<file path="config.mk">
export PLATFORM = sky130hd
export DESIGN_NAME = imem_loader_flat
export DESIGN_NICKNAME = d
export VERILOG_FILES = /design/src/rtl/imem_loader_if.sv /design/src/rtl/imem_loader.sv /design/src/flat_wrapper.sv
export SDC_FILE = /design/constraint.sdc
export NUM_CORES = 1
export LEC_CHECK = 0
export BUFFER_PORTS_ARGS = -buffer_cell sky130_fd_sc_hd__buf_4
export CAP_MARGIN = 10
export CORE_ASPECT_RATIO = 0.75
export CORE_UTILIZATION = 46
export DETAILED_ROUTE_END_ITERATION = 6
export GPL_ROUTABILITY_DRIVEN = 0
export HOLD_SLACK_MARGIN = 0.03
export PLACE_DENSITY = 0.68
export SLEW_MARGIN = 0
export SYNTH_ARGS = -nofsm -noshare
export SYNTH_HDL_FRONTEND = slang
export SYNTH_SLANG_ARGS = --single-unit
</file>
<file path="constraint.sdc">
create_clock -name clk -period 2.93 [get_ports clk]
set_clock_uncertainty 0.15 [all_clocks]
set_input_delay 0.1465 -clock clk [delete_from_list [all_inputs] [get_ports clk]]
set_output_delay 0.1465 -clock clk [all_outputs]
set_load 0.02 [all_outputs]
</file>
<file path="src/rtl/imem_loader_if.sv">
// Byte-stream load bus between an image source and the instruction-memory loader.
// master = image source / test driver, slave = loader.
interface imem_loader_if;
  logic        start;
  logic [7:0]  length;
  logic        bytevalid;
  logic [7:0]  bytedata;
  logic        byteready;
  logic        wren;
  logic [23:0] wraddr;
  logic [7:0]  wrdata;
  logic        cpuhold;
  logic        busy;
  logic        done;
  logic        error;

  modport master (
    output start, length, bytevalid, bytedata,
    input  byteready, wren, wraddr, wrdata, cpuhold, busy, done, error
  );

  modport slave (
    input  start, length, bytevalid, bytedata,
    output byteready, wren, wraddr, wrdata, cpuhold, busy, done, error
  );
endinterface

</file>
<file path="src/rtl/imem_loader.sv">
// Instruction memory loader: takes Length 24-bit instructions as a byte stream
// (MSB first), writes them to consecutive byte addresses, and holds the CPU
// until the image is complete. Stalls longer than TIMEOUT cycles abort to ERR.
module imem_loader #(
  parameter int MEM_BYTES = 128,
  parameter int TIMEOUT   = 255
) (
  input  logic         clk,
  input  logic         rst,
  imem_loader_if.slave bus
);
  localparam int IW = (TIMEOUT < 2) ? 1 : $clog2(TIMEOUT + 1);

  typedef enum logic [1:0] {IDLE, LOAD, DONE, ERR} state_t;

  state_t        state, state_nx;
  logic [9:0]    total_in, total, cnt;
  logic [IW-1:0] idle;
  logic          accept, start_ok, start_seen, last_byte, timeout_hit;

  // Length*3 needs 10 bits (255*3 = 765)
  assign total_in    = 10'(bus.length) * 10'd3;
  assign start_ok    = (bus.length != 8'd0) && (int'(total_in) <= MEM_BYTES);
  assign start_seen  = bus.start && (state == IDLE || state == ERR);
  assign accept      = (state == LOAD) && bus.bytevalid;
  assign last_byte   = (cnt == total - 10'd1);
  assign timeout_hit = !accept && (idle == IW'(TIMEOUT - 1));

  // State register
  always_ff @(posedge clk) begin
    if (rst) state <= IDLE;
    else     state <= state_nx;
  end

  // Next state and state-decoded outputs
  always_comb begin
    state_nx      = state;
    bus.byteready = 1'b0;
    bus.busy      = 1'b0;
    bus.done      = 1'b0;
    bus.error     = 1'b0;
    bus.cpuhold   = 1'b1;
    case (state)
      IDLE: begin
        bus.cpuhold = 1'b0;
        if (bus.start) state_nx = start_ok ? LOAD : ERR;
      end
      LOAD: begin
        bus.byteready = 1'b1;
        bus.busy      = 1'b1;
        if (accept && last_byte) state_nx = DONE;
        else if (timeout_hit)    state_nx = ERR;
      end
      // the final byte's write strobe happens here, still under CpuHold
      DONE: begin
        bus.done = 1'b1;
        state_nx = IDLE;
      end
      ERR: begin
        bus.error = 1'b1;
        if (bus.start) state_nx = start_ok ? LOAD : ERR;
      end
      default: state_nx = IDLE;
    endcase
  end

  // Byte/idle counters and the registered write port (one cycle after accept)
  always_ff @(posedge clk) begin
    if (rst) begin
      cnt        <= '0;
      idle       <= '0;
      total      <= '0;
      bus.wren   <= 1'b0;
      bus.wraddr <= '0;
      bus.wrdata <= '0;
    end else begin
      bus.wren <= accept;
      if (accept) begin
        bus.wraddr <= 24'(cnt);
        bus.wrdata <= bus.bytedata;
        cnt        <= cnt + 10'd1;
        idle       <= '0;
      end else if (state == LOAD) begin
        idle <= idle + IW'(1);
      end
      if (start_seen && start_ok) begin
        cnt   <= '0;
        idle  <= '0;
        total <= total_in;
      end
    end
  end
endmodule

</file>
<file path="src/flat_wrapper.sv">
// flat-port wrapper written by rule: the top's interface ports become plain ports
module imem_loader_flat 
#(
  parameter int MEM_BYTES = 128,
  parameter int TIMEOUT   = 255
)
  (clk, rst, bus_start, bus_length, bus_bytevalid, bus_bytedata, bus_byteready, bus_wren, bus_wraddr, bus_wrdata, bus_cpuhold, bus_busy, bus_done, bus_error);
  imem_loader_if bus_i ();
  input  logic clk;
  input  logic rst;
  input wire logic [$bits(bus_i.start)-1:0] bus_start;
  input wire logic [$bits(bus_i.length)-1:0] bus_length;
  input wire logic [$bits(bus_i.bytevalid)-1:0] bus_bytevalid;
  input wire logic [$bits(bus_i.bytedata)-1:0] bus_bytedata;
  output wire logic [$bits(bus_i.byteready)-1:0] bus_byteready;
  output wire logic [$bits(bus_i.wren)-1:0] bus_wren;
  output wire logic [$bits(bus_i.wraddr)-1:0] bus_wraddr;
  output wire logic [$bits(bus_i.wrdata)-1:0] bus_wrdata;
  output wire logic [$bits(bus_i.cpuhold)-1:0] bus_cpuhold;
  output wire logic [$bits(bus_i.busy)-1:0] bus_busy;
  output wire logic [$bits(bus_i.done)-1:0] bus_done;
  output wire logic [$bits(bus_i.error)-1:0] bus_error;
  assign bus_i.start = bus_start;
  assign bus_i.length = bus_length;
  assign bus_i.bytevalid = bus_bytevalid;
  assign bus_i.bytedata = bus_bytedata;
  assign bus_byteready = bus_i.byteready;
  assign bus_wren = bus_i.wren;
  assign bus_wraddr = bus_i.wraddr;
  assign bus_wrdata = bus_i.wrdata;
  assign bus_cpuhold = bus_i.cpuhold;
  assign bus_busy = bus_i.busy;
  assign bus_done = bus_i.done;
  assign bus_error = bus_i.error;
  imem_loader #(.MEM_BYTES(MEM_BYTES), .TIMEOUT(TIMEOUT)) u_core (.clk(clk), .rst(rst), .bus(bus_i));
endmodule
</file>
==> out/results.tsv, run 1 <==
metric	value	unit
status	completed	
worstSkewPairLatency	0.30	ns
cts_sinks	49	
die_area	6780	um2
cts.reportedPaths.clkPinSlew	0.09	ns
drtIter0Drc	108	
async_flop_share	0	%
netlist_instances	356	
fmax	0.4025	GHz
synth_area_leaders	dfxtp_1 (33%), ha_1 (9.3%), nand2_1 (6.5%)	
power.share.switching	37.16	%
netlist_area	2968	um2
hold_viol	0	
antenna_found_initial	0	
multi_input_area	1793	um2
regToRegSetupSlack	0.48	ns
fillerInstances	562	
cp.arrival	2.58	ns
grtUsageTotal	19.32	%
wl_per_cell	12.45	um
combPwrFrac	37.1	%
finalSetupTns	0	ns
antenna_left	0	
crit_end	u_core.total[7]	
ys_seq_area_share	33.05	%
slew_viol_final	0	
clockRootBuffer	clkbuf_8	
cp.required	3.02	ns
design_area	3466	um2
seq_area	980.9	um2
synth_top_cell_area_share	33.05	%
r2r-end	u_core.state[0]	
synth.distinct_cells	51	
synth.most_common_cell	nand2_1	
worstRegToRegCells	8	
syn_avg_cell_area	8.337	um2
hpwl	4234	um
r2r-start	u_core.total[0]	
grt.overflow.total	0	
p_sw	0.6936	mW
io_buffers	43	
grt_setup_unrepaired	no	
startpoint_type	primary input	
num_vias	2464	
synth_common_cells	nand2_1 (51), dfxtp_1 (49), a21oi_1 (27), nor3_1 (24), ha_1 (22)	
cap_viol_max_count	0	
p_seq_share	41.5	%
start_util	49.42	%
drt_first_pass_iters	4	
first_global_vias	2282	
routed_wl	5963	um
crit_path_end_kind	register	
yosysWarnings	0	
p_per_area	538.6	nW/um2
placed_area	3288	um2
hold_path.class	primary input to register	
critical_path_class	primary input to register	
htree_levels	2	
nets	443	
coreArea	6006	um2
min_period	2.484	ns
power.share.clock	21.4	%
worstPathMaxFanout	15	
p_leak	1.399	nW
ios	58	
rows	24	
tritoncts	done	
cts_setup_buffers	0	
die_height	71.56	um
via_per_inst	5.144	
synthToLayoutAreaGrowth	16.78	%
synth_area_leader_cell	dfxtp_1	
grt_start_max_net_pins	50	
peakVddDrop	0.0002258	V
cts_buffers	5	
ctsHoldBuffers	9	
cts_resized	0	
drive_gt1_share	16.46	%
ys_seq_elements	49	
cp-startpoint	bus_length[1]	
grt_pass1_wl	10430	um
synth_edf_count	0	
antenna_cells	0	
ys.flop_type	dfxtp_1	
drc	0	
clockBufferDepth	2	
fin_crit_sh	84.79	%
internal-power	1.173	mW
setup_viol	0	
die_w	94.75	um
## state kept, by name (all words and copies together), names as in the netlist
name / cells
u_core.cnt: 10
u_core.bus.wren: 1
u_core.bus.wraddr: 10
u_core.state: 2
u_core.total: 10
u_core.bus.wrdata: 8
u_core.idle: 8
## metrics by stage
| stage | hold slack (ns) | setup WS, ns | util, % | std cells | power (mW) |
|---|---|---|---|---|---|
| floorplan | 0.1325 | 0.4683 | - | 369 | 1.297 |
| global placement | 0.2426 | 0.2252 | 54.75 | 462 | 1.458 |
| detailed placement | 0.2565 | 0.1572 | 54.75 | 462 | 1.473 |
| CTS | 0.05213 | 0.4586 | 57.71 | 479 | 1.876 |
| global route | 0.07677 | 0.2493 | 57.71 | 479 | 1.986 |
| finish | 0.05039 | 0.4456 | 57.71 | 479 | 1.867 |
## cell families (layout without fill, tap and decap cells)
| logic type | count (synthesis) | in the layout | synth area share, % |
|---|---|---|---|
| AOI/OAI and AO/OA | 57 | 57 | 12.99 |
| xor gates and xnor gates | 28 | 28 | 8.263 |
| adders and majority gates | 23 | 23 | 9.949 |
| buffers and inverters | 49 | 81 | 8.600 |
| DFF | 49 | 49 | 33.05 |
| muxes | 9 | 9 | 3.162 |
| other | 1 | 14 | 0.1264 |
| and+or+nand+nor | 140 | 140 | 23.86 |
## how the worst min path moves through the flow
| stage | to | depth (start not counted) | startpoint |
|---|---|---|---|
| after floorplan | u_core.bus.wrdata[0] | 2 | bus_bytedata[0] |
| after global placement | u_core.bus.wrdata[6] | 3 | bus_bytedata[6] |
| final | u_core.state[0] | 3 | bus_start |
| after detailed placement | u_core.bus.wrdata[5] | 3 | bus_bytedata[5] |
| after CTS | u_core.state[0] | 3 | bus_start |
| after global routing | u_core.state[0] | 3 | bus_start |
## area by class of cell
| type | count | share of cell area, % |
|---|---|---|
| Multi-Input combinational cell | 271 | 51.73 |
| Clock buffer | 6 | 2.094 |
| Tap cell | 78 | 2.816 |
| Inverter | 17 | 1.841 |
| Clock inverter | 2 | 0.4332 |
| Sequential cell | 49 | 28.30 |
| Timing Repair Buffer | 56 | 12.78 |
## layout by cell type (no fill, tap or decap), types with 3 or more instances in the layout
master          n
nand2_1        51
dfxtp_1        49
buf_4          47
a21oi_1        27
nor3_1         24
ha_1           22
inv_1          17
nor2_1         16
xnor2_1        14
xor2_1         14
conb_1         14
nand2b_1       10
dlygate4sd3_1   9
nand3_1         7
nand4_1         7
mux2i_1         6
and3_1          5
clkbuf_8        5
a21o_1          4
nor2b_1         4
a211oi_1        4
a31oi_1         3
nor3b_1         3
o31ai_1         3
mux2_2          3
## power by group through the flow
stage / registers [mW] / logic (mW) / clock network (mW)
global placement: 0.789 / 0.669 / 0
finish: 0.775 / 0.693 / 0.399
detailed placement: 0.789 / 0.684 / 0
CTS: 0.774 / 0.696 / 0.406
floorplan: 0.795 / 0.503 / 0
global route: 0.785 / 0.769 / 0.433
## per-layer routing
layer	routed length, um	global-route usage, %
met5	0	0
met4	52	5.051
met3	251	4.352
met2	2610	29.90
met1	3048	27.18
## worst max-delay path, cell delays in order
cell and delay (ns):
buf_4 0.13, ha_1 0.21, fa_1 0.43, a21oi_1 0.18, o22ai_1 0.12, a211oi_1 0.33, o311ai_2 0.20, a211oi_4 0.35
buf_4 0.28, mux2i_1 0.20
(Power assumes the default switching activity.)
==> inputs of run 2 (changes only) <==
- clock period: 2.93 -> 2.4 ns (I/O delays scaled with it)
==> out/results.tsv, run 2 (synthesized netlist as in run 1, its figures left out) <==
metric	value	unit	change
status	completed		unchanged
drive_gt1_share	20.67	%	was 16.46%
start_util	49.42	%	unchanged
r2r-start	u_core.total[2]		was u_core.total[0]
timing.hold.ws	0.03390	ns	was 0.05039 ns
cts_setup_buffers	0		unchanged
fmax	0.4287	GHz	
regToRegSetupSlack	0.14	ns	was 0.48 ns
antenna_found_initial	0		unchanged
seq_area	982.2	um2	was 980.9 um2
drc	0		unchanged
htree_levels	2		unchanged
cap_viol_max_count	0		unchanged
wl_per_cell	12.09	um	was 12.45 um
hpwl	4297	um	was 4234 um
fin_crit_sh	97.19	%	
routed_wl	5972	um	was 5963 um
drtIter0Drc	158		was 108
first_global_vias	2274		was 2282
final_cell_mix	buf_4 (60), nand2_1 (51), dfxtp_1 (48)		was nand2_1 (51), dfxtp_1 (49), buf_4 (47)
die_height	71.56	um	unchanged
via_per_inst	4.982		was 5.144
reg_top3	u_core.bus.wraddr: 10 flops, u_core.cnt: 10 flops, u_core.total: 10 flops		unchanged
peakVddDrop	0.0003456	V	was 0.0002258 V
cts_sinks	49		unchanged
startpoint_type	primary input		unchanged
worstRegToRegCells	6		was 8
num_vias	2461		was 2464
p_leak	1.497	nW	was 1.399 nW
die_w	94.75	um	unchanged
fin_cells	494		was 479
crit_path_end_kind	register		unchanged
tritoncts	done		unchanged
hold_path.class	primary input to register		unchanged
worstSkewPairLatency	0.30	ns	about the same
dp.cells	477		was 462
design_area	3625	um2	was 3466 um2
multi_input_area	1807	um2	was 1793 um2
r2r-end	u_core.state[0]		unchanged
clockBufferDepth	2		unchanged
setup_viol	0		unchanged
p_total	2.469	mW	was 1.867 mW
ios	58		unchanged
cp.required	2.44	ns	was 3.02 ns
die_area	6780	um2	unchanged
worstHoldStart	bus_start		unchanged
p_per_area	681.0	nW/um2	was 538.6 nW/um2
slew_viol_final	0		unchanged
antenna_left	0		unchanged
critical_path_class	primary input to register		unchanged
worstPathMaxFanout	6		was 15
grt_start_max_net_pins	50		unchanged
grtUsageTotal	18.89	%	was 19.32%
hold_viol	0		unchanged
synthToLayoutAreaGrowth	22.13	%	was 16.78%
nets	458		was 443
cts_buffers	5		unchanged
coreArea	6006	um2	unchanged
min_period	2.333	ns	
final_common_cell	buf_4		was nand2_1
cp.arrival	2.38	ns	was 2.58 ns
io_buffers	43		unchanged
cts.reportedPaths.clkPinSlew	0.09	ns	about the same
grt_pass1_wl	10170	um	was 10430 um
antenna_cells	0		unchanged
fillerInstances	563		was 562
clockRootBuffer	clkbuf_8		unchanged
hold_depth	3		unchanged
placed_area	3403	um2	was 3288 um2
rows	24		unchanged
drt_first_pass_iters	4		unchanged
min_to	u_core.state[1]		was u_core.state[0]
grt.overflow.total	0		unchanged
## run 2: layout make-up
class	count	area share, %
Clock buffer	7	2.382
Clock inverter	1	0.8284
Inverter	17	1.760
Multi-Input combinational cell	271	49.84
Sequential cell	49	27.10
Tap cell	78	2.692
Timing Repair Buffer	71	15.40
## run 2: worst max path at each step
stage,from,endpoint,cells after the start,slack [ns]
2_1_floorplan,bus_length[0],u_core.total[3],9,0.05
3_3_place_gp,bus_length[0],u_core.total[0],10,-0.16
3_5_place_dp,bus_length[0],u_core.total[1],10,-0.23
4_1_cts,bus_length[0],u_core.total[1],10,0.08
5_1_grt,bus_length[0],u_core.total[0],10,-0.003
6_report,bus_length[2],u_core.total[5],9,0.07
## run 2: critical path, cell delays in order
cell	delay (ns)
buf_4	0.10
inv_1	0.04
ha_1	0.33
and3_1	0.19
or3_1	0.36
a21oi_1	0.19
o211ai_1	0.20
a211oi_4	0.46
mux2_2	0.38
## run 2: per-layer routing
layer  up-vias  share of wire (%)  GRT usage, %  wire (um)
li1       1303                  -             -          -
met1      1114                 51         26.30       3067
met2        37                 44         29.58       2643
met3         7                3.3         3.822        196
met4         0                1.1         5.556         64
met5         -                  0             0          0
## run 2: power by group
part	internal (mW)	switching (mW)	total, mW
Combinational	0.391	0.518	0.909
Sequential	0.876	0.0695	0.945
Clock	0.340	0.275	0.615
Total	1.61	0.862	2.47
## run 2: timing repair
action | in CTS | in global routing
hold endpoints to repair | 8 | 0
resized for setup | 0 | 6
setup endpoints to repair | 0 | 18
hold buffers | 8 | 0
## run 2: through the flow
stage / utilization, % / setup TNS (ns) / worst slack (ns)
3_5_place_dp: 56.67 / -4.529 / -0.2307
2_1_floorplan: - / 0 / 0.05276
5_1_grt: 60.35 / -0.002549 / -0.002549
3_3_place_gp: 56.67 / -2.959 / -0.1571
6_report: 60.35 / 0 / 0.06737
4_1_cts: 59.94 / 0 / 0.08359
==> inputs of run 3 (changes only) <==
==> constraint.sdc (replaced) <==
create_clock -name clk -period 2.4 [get_ports clk]
set_clock_uncertainty 0.15 [all_clocks]
set_input_delay 0.24 -clock clk [delete_from_list [all_inputs] [get_ports clk]]
set_output_delay 0.24 -clock clk [all_outputs]
set_load 0.02 [all_outputs]
==> out/results.tsv, run 3 (synthesized netlist as in run 1, its figures left out) <==
metric	value	unit	change
worstRegToRegCells	6		unchanged
cp.arrival	2.37	ns	was 2.38 ns
dp.cells	480		was 477
crit_path_end_kind	register		unchanged
drc	0		unchanged
route.met3.wl	287	um	was 196 um
timing.hold.ws	0.04007	ns	was 0.03390 ns
rows	24		unchanged
worstSkewPairLatency	0.30	ns	about the same
antenna_left	0		unchanged
grt_setup_unrepaired	no		
num_vias	2576		was 2461
hold_path.class	primary input to register		unchanged
die_area	6780	um2	unchanged
synthToLayoutAreaGrowth	23.86	%	was 22.13%
first_global_vias	2402		was 2274
antenna_cells	0		unchanged
slowest_stage	fa_2		was a211oi_4
worstHoldStart	bus_bytedata[6]		was bus_start
hold_viol	0		unchanged
grtUsageTotal	19.80	%	was 18.89%
htree_levels	2		unchanged
peakVddDrop	0.0002709	V	was 0.0003456 V
reg_top3	u_core.bus.wraddr: 10 flops, u_core.cnt: 10 flops, u_core.total: 10 flops		unchanged
fin_cells	496		was 494
tritoncts	done		unchanged
critPathMaxStageDelay	0.40	ns	was 0.46 ns
start_util	49.42	%	unchanged
via_per_inst	5.194		was 4.982
combPwrFrac	37.8	%	was 36.8%
critPathBufInv	2		unchanged
p_seq_share	38.7	%	was 38.3%
fmax	0.4296	GHz	was 0.4287 GHz
hpwl	4455	um	was 4297 um
power.share.switching	35.12	%	was 34.91%
p_leak	1.510	nW	was 1.497 nW
fillerInstances	547		was 563
critical_path_class	primary input to register		unchanged
final_cell_mix	buf_4 (67), nand2_1 (51), dfxtp_1 (49)		was buf_4 (60), nand2_1 (51), dfxtp_1 (48)
crit_chain	buf_4 > ha_2 > fa_2 > a21oi_2 > o22ai_1 > a211oi_2 > o311ai_4 > a211oi_4 > buf_4 > mux2_2		was buf_4 > inv_1 > ha_1 > and3_1 > or3_1 > a21oi_1 > o211ai_1 > a211oi_4 > mux2_2
nets	461		was 458
min_period	2.328	ns	was 2.333 ns
r2r-start	u_core.total[2]		unchanged
cp.depth	10		was 9
cp.required	2.44	ns	about the same
cts.reportedPaths.clkPinSlew	0.09	ns	about the same
grt.overflow.total	0		unchanged
drive_gt1_share	23.21	%	was 20.67%
worstPathMaxFanout	5		was 6
die_height	71.56	um	unchanged
startpoint_type	primary input		unchanged
p_sw	0.8558	mW	was 0.8619 mW
p_total	2.437	mW	was 2.469 mW
wl_met1	3049	um	was 3067 um
cp-startpoint	bus_length[0]		was bus_length[2]
slew_viol_final	0		unchanged
antenna_found_initial	0		unchanged
clockBufferDepth	2		unchanged
drt_first_pass_iters	4		unchanged
crit_end	u_core.total[5]		unchanged
grt_pass1_wl	10730	um	was 10170 um
internal-power	1.581	mW	was 1.607 mW
io_buffers	43		unchanged
crit_family	compound AO/OA/AOI/OAI gates		unchanged
coreArea	6006	um2	unchanged
path_common_cell	buf_4		
cts_sinks	49		unchanged
power.share.clock	23.5	%	was 24.9%
final_common_cell	buf_4		unchanged
grt_start_max_net_pins	50		unchanged
clockRootBuffer	clkbuf_8		unchanged
ios	58		unchanged
p_per_area	662.9	nW/um2	was 681.0 nW/um2
drtIter0Drc	111		was 158
cap_viol_max_count	0		unchanged
r2r-end	u_core.state[0]		unchanged
top_layer	met4		unchanged
setup_viol	0		unchanged
met2_wirelength	2961	um	was 2643 um
fin_crit_sh	96.98	%	was 97.19%
cts_buffers	5		unchanged
die_w	94.75	um	unchanged
regToRegSetupSlack	0.10	ns	was 0.14 ns
wl_per_cell	12.76	um	was 12.09 um
status	completed		unchanged
routed_wl	6329	um	was 5972 um
==> run 3: layer usage <==
layer | track usage [%] | vias up
li1 | - | 1316
met1 | 27.11 | 1200
met2 | 32.69 | 55
met3 | 3.503 | 5
met4 | 4.209 | 0
met5 | 0 | -
==> run 3: cell type report <==
type,count,area [um2],share of cell area [%]
Clock buffer,5,68.82,1.872
Clock inverter,2,35.03,0.9530
Inverter,17,63.81,1.736
Multi-Input combinational cell,271,1857,50.51
Sequential cell,49,980.9,26.68
Tap cell,78,97.59,2.655
Timing Repair Buffer,74,573.1,15.59
==> run 3: what timing repair did <==
action	4_1_cts	5_1_grt
gates resized for setup	0	8
pin swaps	1	3
endpoints found under the hold margin	7	0
hold buffers	7	0
setup buffers	1	1
setup endpoints to repair	1	11
cloned	0	0
==> run 3: worst min path at each step <==
stage	to	cells after the start
2_1_floorplan	u_core.bus.wrdata[0]	2
3_3_place_gp	u_core.bus.wrdata[4]	2
3_5_place_dp	u_core.bus.wrdata[7]	2
4_1_cts	u_core.bus.wrdata[6]	3
5_1_grt	u_core.bus.wrdata[6]	3
6_report	u_core.bus.wrdata[6]	3
==> run 3: stage by stage <==
step	setup slack, ns	setup TNS (ns)	cell area (um2)	util, %
5_1_grt	0.007098	0	3676	61.21
6_report	0.07250	0	3676	61.21
3_3_place_gp	-0.2413	-5.053	3445	57.35
4_1_cts	0.07183	0	3626	60.38
2_1_floorplan	0.01083	0	3038	-
3_5_place_dp	-0.3531	-7.459	3445	57.35
==> run 3: power groups by stage <==
stage          clock (mW)  sequential (mW)  combinational, mW
2_1_floorplan           0            0.970              0.618
3_3_place_gp            0            0.960              0.880
3_5_place_dp            0            0.961              0.891
4_1_cts             0.586            0.943              0.908
5_1_grt             0.615            0.956               1.02
6_report            0.572            0.944              0.922
==> run 3: worst register-to-register path, cell delays in order (launching register included) <==
cell	delay [ns]
dfxtp_1	0.42
or4_4	0.58
nor4_2	0.27
a211oi_1	0.08
o41a_1	0.15
a2111oi_0	0.43
a211oi_1	0.10
